<file path="src/rtl/scc_8lc_resp_stage.sv">
// SCC 8LC response stage: 2-entry skid FIFO for decoded beats plus RAS telemetry
// (per-symbol corrected-error counters, DUE counter, sticky status flags).

module scc_8lc_sat_cnt #(
  parameter int CNT_W = 16
) (
  input  logic             clk,
  input  logic             rst_n,
  input  logic             clr,
  input  logic             inc,
  output logic [CNT_W-1:0] cnt
);
  logic [CNT_W-1:0] cnt_q, cnt_d;

  // Clear wins over a same-cycle increment; stick at all-ones.
  always_comb begin
    cnt_d = cnt_q;
    if (clr) cnt_d = '0;
    else if (inc && (cnt_q != '1)) cnt_d = cnt_q + 1'b1;
  end

  always_ff @(posedge clk or negedge rst_n) begin
    if (!rst_n) cnt_q <= '0;
    else        cnt_q <= cnt_d;
  end

  assign cnt = cnt_q;
endmodule

module scc_8lc_resp_stage #(
  parameter int CNT_W = 16,
  parameter int NSYM  = 10
) (
  input  logic             clk,
  input  logic             rst_n,
  input  logic             in_valid,
  output logic             in_ready,
  input  logic [63:0]      dec_data,
  input  logic             dec_ok,
  input  logic [3:0]       dec_loc,
  output logic             out_valid,
  input  logic             out_ready,
  output logic [63:0]      out_data,
  output logic             out_due,
  output logic             out_ce,
  output logic [3:0]       out_loc,
  input  logic             clr_cnt,
  input  logic [3:0]       cnt_sel,
  output logic [CNT_W-1:0] cnt_rd,
  output logic             due_sticky,
  output logic             loc_err_sticky
);
  typedef struct packed {
    logic [63:0] data;
    logic        due;
    logic        ce;
    logic [3:0]  loc;
  } ent_t;

  localparam ent_t ENT_RST = '{data: 64'h0, due: 1'b0, ce: 1'b0, loc: 4'hF};

  ent_t       mem_q [2];
  ent_t       mem_d [2];
  ent_t       ent_new;
  logic       wr_ptr_q, wr_ptr_d;
  logic       rd_ptr_q, rd_ptr_d;
  logic [1:0] occ_q, occ_d;
  logic       due_sticky_q, due_sticky_d;
  logic       loc_err_sticky_q, loc_err_sticky_d;
  logic       acc, pop, loc_bad;

  logic [NSYM:0]            inc_vec;
  logic [NSYM:0][CNT_W-1:0] cnt_arr;

  // Ready and valid come only from registered occupancy.
  assign in_ready  = (occ_q != 2'd2);
  assign out_valid = (occ_q != 2'd0);
  assign acc       = in_valid & in_ready;
  assign pop       = out_valid & out_ready;

  assign ent_new.data = dec_data;
  assign ent_new.due  = ~dec_ok;
  assign ent_new.ce   = dec_ok & (dec_loc < 4'(NSYM));
  assign ent_new.loc  = dec_ok ? dec_loc : 4'hF;
  assign loc_bad      = dec_ok & (dec_loc >= 4'(NSYM)) & (dec_loc != 4'hF);

  always_comb begin
    mem_d    = mem_q;
    wr_ptr_d = wr_ptr_q;
    rd_ptr_d = rd_ptr_q;
    if (acc) begin
      mem_d[wr_ptr_q] = ent_new;
      wr_ptr_d        = ~wr_ptr_q;
    end
    if (pop) rd_ptr_d = ~rd_ptr_q;
    occ_d = occ_q + 2'(acc) - 2'(pop);
  end

  always_comb begin
    due_sticky_d     = due_sticky_q;
    loc_err_sticky_d = loc_err_sticky_q;
    if (clr_cnt) begin
      due_sticky_d     = 1'b0;
      loc_err_sticky_d = 1'b0;
    end else if (acc) begin
      if (ent_new.due) due_sticky_d     = 1'b1;
      if (loc_bad)     loc_err_sticky_d = 1'b1;
    end
  end

  always_ff @(posedge clk or negedge rst_n) begin
    if (!rst_n) begin
      mem_q[0]         <= ENT_RST;
      mem_q[1]         <= ENT_RST;
      wr_ptr_q         <= 1'b0;
      rd_ptr_q         <= 1'b0;
      occ_q            <= 2'd0;
      due_sticky_q     <= 1'b0;
      loc_err_sticky_q <= 1'b0;
    end else begin
      mem_q            <= mem_d;
      wr_ptr_q         <= wr_ptr_d;
      rd_ptr_q         <= rd_ptr_d;
      occ_q            <= occ_d;
      due_sticky_q     <= due_sticky_d;
      loc_err_sticky_q <= loc_err_sticky_d;
    end
  end

  assign out_data       = mem_q[rd_ptr_q].data;
  assign out_due        = mem_q[rd_ptr_q].due;
  assign out_ce         = mem_q[rd_ptr_q].ce;
  assign out_loc        = mem_q[rd_ptr_q].loc;
  assign due_sticky     = due_sticky_q;
  assign loc_err_sticky = loc_err_sticky_q;

  // Slots 0..NSYM-1 are symbol CE counters, slot NSYM is the DUE counter.
  always_comb begin
    inc_vec = '0;
    for (int i = 0; i < NSYM; i++)
      inc_vec[i] = acc & ent_new.ce & (dec_loc == 4'(i));
    inc_vec[NSYM] = acc & ent_new.due;
  end

  for (genvar g = 0; g <= NSYM; g++) begin : g_cnt
    scc_8lc_sat_cnt #(.CNT_W(CNT_W)) u_cnt (
      .clk  (clk),
      .rst_n(rst_n),
      .clr  (clr_cnt),
      .inc  (inc_vec[g]),
      .cnt  (cnt_arr[g])
    );
  end

  always_comb begin
    cnt_rd = '0;
    for (int i = 0; i <= NSYM; i++)
      if (cnt_sel == 4'(i)) cnt_rd = cnt_arr[i];
  end
endmodule

</file>
<file path="config.mk">
export PLATFORM = sky130hd
export DESIGN_NAME = scc_8lc_resp_stage
export DESIGN_NICKNAME = d
export VERILOG_FILES = /design/src/rtl/scc_8lc_resp_stage.sv
export SDC_FILE = /design/constraint.sdc
export NUM_CORES = 1
export LEC_CHECK = 0
export BUFFER_PORTS_ARGS = -buffer_cell sky130_fd_sc_hd__clkbuf_2
export CORE_UTILIZATION = 65
export CTS_BUF_LIST = sky130_fd_sc_hd__clkbuf_8 sky130_fd_sc_hd__clkbuf_16
export CTS_CLUSTER_DIAMETER = 200
export DETAILED_ROUTE_END_ITERATION = 16
export PLACE_DENSITY = 0.89
export SKIP_LAST_GASP = 1
export SLEW_MARGIN = 30
export SYNTH_ARGS = -nofsm -noshare
export SYNTH_HDL_FRONTEND = slang
export SYNTH_HIERARCHICAL = 1
export SYNTH_SLANG_ARGS = --single-unit
</file>
<file path="constraint.sdc">
create_clock -name clk -period 5.65 [get_ports clk]
set_clock_uncertainty 0.1 [all_clocks]
set_input_delay 1.13 -clock clk [delete_from_list [all_inputs] [get_ports clk]]
set_output_delay 1.13 -clock clk [all_outputs]
set_load 0.02 [all_outputs]
</file>
Word level (Yosys, flattened, before mapping)
Cells that the tools add are included.

storage, ports and cells
  register bits after elaboration = 322
  bits of input ports = 78
  output and inout bits = 90
  word-level logic and storage cells = 173

cells by class
  add/sub/neg operators = 13
  $lt $le $gt $ge = 5
  equality and inequality tests = 33
  muxes and demuxes = 46
  bitwise operators = 22
  reduce and logical (&&, ||, !) cells = 30

operators with widths
  operator                                                  number
  two-way mux 16 bit                                        33
  two-way mux 70 bit                                        4
  adder 16 x 1 -> 16 bit, second input constant             11
  inequality test 16 bit, second input constant             11
  bitwise mux 140 bit                                       1
  demux 70 bit (select 1 bit)                               1
  == test 4 x 3 -> 1 bit, second input constant             8
  nonzero test 2 bit                                        14
  == test 4 bit, second input constant                      5
  AND 1 bit                                                 17
  == test 4 x 2 -> 1 bit, second input constant             4
  logical AND 1 bit                                         12
  == test 4 x 1 -> 1 bit, second input constant             2
  logical NOT 4 bit                                         2
  two-way mux 1 bit                                         6
  greater-or-equal comparator 2 bit, second input constant  2
  greater-or-equal comparator 4 bit, second input constant  1
  less-than comparator 4 bit, second input constant         1
  two-way mux 4 bit                                         1
  inequality test 4 bit, second input constant              1
  NOT 1 -> 2 bit                                            2
  AND reduction 2 bit                                       2
  NOT 1 bit                                                 3
  adder 2 x 1 -> 2 bit                                      1
  4 further kinds                                           4

Longest topological paths before layout
Gate-level depths: netlist of run 1.

  depth in word-level cells = 12
  mapped depth = 10
  gate-level depth less buffers = 7

Hierarchy
The synthesis of run 1 kept the hierarchy.

modules (own cells, without submodules)
  module              instances  cells each  area each (um^2)  seq. area each (um^2)
  scc_8lc_sat_cnt     11         98          942.2             400.4
  scc_8lc_resp_stage  1          850         8309.2            3663.5

Worst setup path after synthesis of run 1
No wires, ideal clock.

  path kind = input -> output
  start = in cnt_sel[1]
  end = out cnt_rd[15]
  arrival = 2.469 ns
  required time = 4.420 ns
  path slack = 1.951 ns
  cell stages on the path = 7
  buffers on the path = 3
  path through = buf_2 > and4b_1 > clkbuf_1 > buf_6 > a222oi_1 > o21ai_1 > a21oi_1

on the way
  word-level cells in the longest chain between the ends = 12
  elaborated cells between the ends (all ways) = 22
  classes of those cells = 10 x eq/ne; 11 x mux; 1 x reduce/logical

RTL lines
  element                           RTL line  text
  start: declaration                48        input logic [3:0] cnt_sel,
  logical NOT 4 bit                 158       if (cnt_sel == 4'(i)) cnt_rd = cnt_arr[i];
  two-way mux 16 bit (10 in a row)  158
  two-way mux 16 bit *              158
  end: declaration                  49        output logic [CNT_W-1:0] cnt_rd,

Mark *: on every way between the ends. The rest lies on a longest branch, timed or not.

Final worst setup path of run 1
  start = in cnt_sel[1]
  end = out cnt_rd[1]

The elaborated chain is that of the path after synthesis.

==> results.cfg, run 1 <==
[global_route]
antenna_found_initial = 3
grt_overflow = 0
grt_max_degree = 138
track_usage_pct = 37.70
grt_pass1_wl_um = 86710
first_global_vias = 15894

[timing]
hold_violations = 0
tns_ns = 0
fmax_mhz = 217.9
worst_slew_pin_slew_ns = 0.9387
slew_violations = 0
timing.final.crit_share_pct = 81.24
setup_viol = 0
fin_crit_ns = 4.590
grt_setup_unrepaired = no
slew_headroom_pct = 37.42

[critical_path]
critical_path_arrival_ns = 3.36
required_ns = 4.42
crit_type = in -> out
startpoint_type = primary input
worst-path-max-fanout = 33
critPathCaptureType = output pin
r2r_slack_ns = 2.26

[floorplanning]
fp.dieArea_um2 = 29410
ios = 168
initial_core_util_pct = 66.66
num_rows = 61
die_w_um = 171.5
fp.dieH_um = 171.5
core_area_um2 = 28010

[yosys]
synth-edff-count = 0
synth_cell_types = 64
synth_xor_area_share_pct = 0.1407
synth_area_um2 = 18670
synth.area.top_cells = dfrtp_1 42%, mux2_2 9.8%, nand2_1 5.8%, a21oi_1 3.6%, o31ai_1 3.1%
synth_top_cell_area_share_pct = 42.08
synthCells = 1928
yosysTopAreaCell = dfrtp_1
synthArstFlopShare_pct = 100.0
yosys_warnings = 6
yosys.area_share.adder_pct = 0.8711
synth_mux_area_share_pct = 12.93
syn_nets = 2019
synth_compound_area_share_pct = 14.22
synthSimpleGateAreaFrac_pct = 23.93
seq_area_frac_synth_pct = 43.21
synth_top_flop_cell = dfrtp_1
syn_area_per_cell_um2 = 9.685
synth_top_family_by_area = simple AND/OR/NAND/NOR gates
ys_seq_elements = 322

[placement]
io_buffers = 167
gp_congestion = 0.9808
dp.final_hpwl_um = 36530
place_inst = 2366

[routing]
drc = 0
vias = 16563
wl_um = 56270
antenna_left = 0
vias_per_cell = 6.819
drt-initial-drc-count = 2074
drt_pass1_iterations = 8
wire_per_inst_um = 23.17

[power]
powerDensity_nw_per_um2 = 396.4
power_uw = 8213
peakVddDrop_v = 0.0002264
p_leak_uw = 0.008949

[layout]
final_common_cell = dfrtp_1
post-route-util_pct = 73.96
stdcell_count = 2429
layout.nets = 2117
final_cell_mix = 313 x dfrtp_1, 289 x nand2_1, 165 x clkbuf_2, 162 x mux2_2, 136 x a21oi_1
drive_above_1_share_pct = 25.18
area_growth_pct = 10.95

[cts]
cts_tree = yes
postCtsHoldBufs = 0
clkLatencyLatePin_ns = 0.53
cts_inserted_buffers = 35
root_buffer = clkbuf_16
cts_setup_buffers = 0
clock_sinks = 322
path_clk_slew_ns = 0.06
cts_buffer_depth = 3
cts_resized = 0
htreeDepth = 2

[outcome]
status = finished, final reports clean

[flow_run]
maxCapViolCount = 0

[worst_hold_path]
hold_path.class = reg -> reg
==> final timing paths <==
check	from	to	depth (start not counted)
max	cnt_sel[1]	cnt_rd[1]	6
min	mem_q[85]$_DFFE_PN0P_	mem_q[85]$_DFFE_PN0P_	2
max reg2reg	occ_q[1]$_DFF_PN0_	g_cnt[4].u_cnt/cnt[3]$_DFFE_PN0P_	6
min reg2reg	mem_q[85]$_DFFE_PN0P_	mem_q[85]$_DFFE_PN0P_	2
max in group asynchronous	rst_n	g_cnt[10].u_cnt/cnt[9]$_DFFE_PN0P_	2
min in group asynchronous	rst_n	mem_q[28]$_DFFE_PN0P_	1
==> metrics by stage <==
stage | hold slack [ns] | instance area (um^2) | setup slack, ns
detailed placement | 0.3584 | 19570 | 1.148
finish | 0.3701 | 20720 | 1.060
CTS | 0.3750 | 20680 | 1.147
floorplan | 0.3417 | 18670 | 1.951
global placement | 0.3525 | 19550 | 1.192
global route | 0.4045 | 20720 | 0.9870
==> state kept, by name, indices dropped and copies added, names as in the netlist <==
register,cells
occ_q,2
rd_ptr_q,1
g_cnt.u_cnt/cnt,176
mem_q,140
wr_ptr_q,1
loc_err_sticky,1
due_sticky,1
==> synth_stat cells (all sizes together) (22+ instances only) <==
master    n
or4      77
nand4    78
and4     22
nor2     66
nor2b    53
and3     24
nand2   289
o31ai    77
clkbuf   72
nand3    37
inv      70
or3      34
dfrtp   314
mux2    206
buf      51
nor4     57
o21ai    82
a21oi   136
==> worst max-delay path: stages <==
cell and delay (ns):
clkbuf_2 0.52, nor2b_1 0.39, nand2_1 0.54, o311a_1 0.27, a21oi_1 0.26, clkbuf_2 0.22
==> kinds of logic (layout without fill, tap and decap cells) <==
logic type / count (synthesis) / in the layout
multiplexers: 213 / 213
XOR/XNOR: 3 / 3
flip-flops: 322 / 322
other: 0 / 2
adder cells (fa/ha/maj): 13 / 13
buffers and inverters: 193 / 314
AO/OA/AOI/OAI: 397 / 397
AND/OR/NAND/NOR: 787 / 787
==> metal layers <==
metal / vias up / GRT usage [%] / part of all wire (%)
li1: 7394 / - / -
met1: 8127 / 46.41 / 39
met2: 811 / 61.45 / 47
met3: 229 / 8.168 / 8.3
met4: 2 / 21.55 / 5.7
met5: - / 0 / 0.023
==> report_power, final <==
part,total (uW),switching [uW],internal [uW]
registers,3240,392,2850
clock network,2240,955,1280
logic,2730,1650,1080
total,8210,3000,5220
==> final cells by class <==
type | instances | area [um^2]
repair buffers | 184 | 1052
clock buffers | 42 | 983.4
fillers | 1871 | 7293
diodes | 2 | 5.005
flip-flops and latches | 322 | 8071
inverters | 70 | 262.8
well taps | 378 | 473.0
multi-input cells | 1413 | 9742
clock inverters | 18 | 127.6
Power figures use the tool's default switching activity.
==> run 2: changes to the inputs <==
Settings changed: CORE_UTILIZATION 65 to 55, PLACE_DENSITY 0.89 to 0.81.
Clock period 5.65 ns to 3.74 ns, I/O delays scaled along.
==> run 2 against run 1 <==
  * First-iteration DRC count shrank 25%
  * Routed wire length is 7.4% lower
  * Global-route usage down 7.9 points
  * Register-to-register slack got worse by 1.4 ns
  * Critical endpoint is now cnt_rd[5]
  * Total power grew 51%
  * Hold slack got worse by 0.31 ns
  * Critical path depth increased by 1
  * Non-clock buffer count increased by 21
  * Final cell count is 3.9% higher
  * Combinational power up 46%
==> results.cfg, run 2 (synthesized netlist as in run 1, its figures left out) <==
[outcome]
status = finished, final reports clean

[cts]
cts_inserted_buffers = 37
clkLatencyLatePin_ns = 0.53
path_clk_slew_ns = 0.05
cts_setup_buffers = 0
cts_resized = 0
postCtsHoldBufs = 0
cts_buffer_depth = 3
htreeDepth = 2
cts_tree = yes
root_buffer = clkbuf_16
clock_sinks = 322

[power]
power_uw = 12440
p_leak_uw = 0.009118
powerDensity_nw_per_um2 = 589.8
peakVddDrop_v = 0.0005574

[routing]
antenna_left = 0
wire_per_inst_um = 20.65
vias = 16266
drc = 0
vias_per_cell = 6.447
drt-initial-drc-count = 1554
drt_pass1_iterations = 5
wl_um = 52090

[global_route]
track_usage_pct = 29.78
grt_max_degree = 99
grt_overflow = 0
antenna_found_initial = 0
first_global_vias = 15736
grt_pass1_wl_um = 81970

[layout]
largest_reg_flops = 176
drive_above_1_share_pct = 26.07
final_common_cell = dfrtp_1
post-route-util_pct = 63.06
fill_cells = 2611
layout.nets = 2140
diodes = 0
final_cell_area_um2 = 21090
final_cell_mix = 313 x dfrtp_1, 289 x nand2_1, 165 x clkbuf_2, 162 x mux2_2, 136 x a21oi_1
area_growth_pct = 12.95

[floorplanning]
ios = 168
core_area_um2 = 33450
initial_core_util_pct = 55.83
num_rows = 67
fp.dieArea_um2 = 34690
die_w_um = 186.3
fp.dieH_um = 186.3

[timing]
fin_crit_ns = 3.510
setup_viol = 0
slew_violations = 0
grt_setup_unrepaired = no
hold_violations = 0
fmax_mhz = 284.9
tns_ns = 0
timing.final.crit_share_pct = 93.86
hold_slack_ns = 0.06121
worst_slew_pin_slew_ns = 0.9081
slew_headroom_pct = 39.01

[critical_path]
rr_startpoint = occ_q[0]$_DFF_PN0_
cpMostUsedCell = clkbuf_2
critical_path_arrival_ns = 2.66
worstPathCellList = clkbuf_2 > buf_4 > nand2b_1 > o21ai_0 > a221o_1 > a21oi_1 > clkbuf_2
cp_top_family = compound AO/OA/AOI/OAI gates
cp_num_buf_inv = 3
r2r_slack_ns = 0.89
crit_type = in -> out
required_ns = 2.89
startpoint_type = primary input
worst-path-max-fanout = 18
critPathCaptureType = output pin
rr_endpoint = g_cnt[1].u_cnt/cnt[2]$_DFFE_PN0P_
cpPeakStageDelay_ns = 0.41
cpMaxStageDelayCell = a221o_1
worst_r2r_path_depth = 6

[flow_run]
maxCapViolCount = 0

[worst_hold_path]
hold_path.class = in -> async

[placement]
io_buffers = 167
gp_congestion = 0.9682
place_area_um2 = 19860
dp.final_hpwl_um = 35520
-- run 2: changes by cell type in the layout (fill, tap and decap cells not counted), sizes merged --
cell    delta
inv        +2
diode      -2
buf       +22
bufinv     +2
clkbuf     +4
clkinv     -4
-- run 2: worst max path at each step --
| stage | from | slack, ns | cells after the start | endpoint |
|---|---|---|---|---|
| after global routing | cnt_sel[0] | 0.19 | 7 | cnt_rd[15] |
| final | cnt_sel[0] | 0.23 | 7 | cnt_rd[5] |
| after floorplan | dec_ok | 0.62 | 8 | g_cnt[8].u_cnt/cnt[3]$_DFFE_PN0P_ |
| after detailed placement | cnt_sel[0] | 0.31 | 7 | cnt_rd[2] |
| after CTS | cnt_sel[0] | 0.30 | 7 | cnt_rd[5] |
| after global placement | cnt_sel[0] | 0.33 | 7 | cnt_rd[1] |
-- run 2: layout make-up --
cell class,count,area [um^2],area share [%]
well taps,448,560.5,2.658
clock inverters,18,165.2,0.7831
multi-input cells,1413,9742,46.19
inverters,70,262.8,1.246
clock buffers,47,1064,5.042
flip-flops and latches,322,8069,38.26
repair buffers,205,1229,5.825
-- run 2: where the power goes --
| part | internal (uW) | switching (uW) |
|---|---|---|
| clock network | 2210 | 1460 |
| registers | 4300 | 478 |
| logic | 1650 | 2340 |
-- run 2: layer usage --
metal / GRT usage, % / share of wire, % / routed length [um] / up-vias
li1: - / - / - / 7450
met1: 36.38 / 40 / 20860 / 8005
met2: 50.72 / 48 / 24850 / 650
met3: 5.569 / 7.5 / 3924 / 161
met4: 14.43 / 4.7 / 2454 / 0
met5: 0 / 0 / 0 / -
-- run 2: through the flow --
stage               setup WS (ns)  std cells
global placement           0.3330       2458
finish                     0.2298       2523
global route               0.1896       2523
CTS                        0.2972       2523
floorplan                  0.6222       1928
detailed placement         0.3098       2458
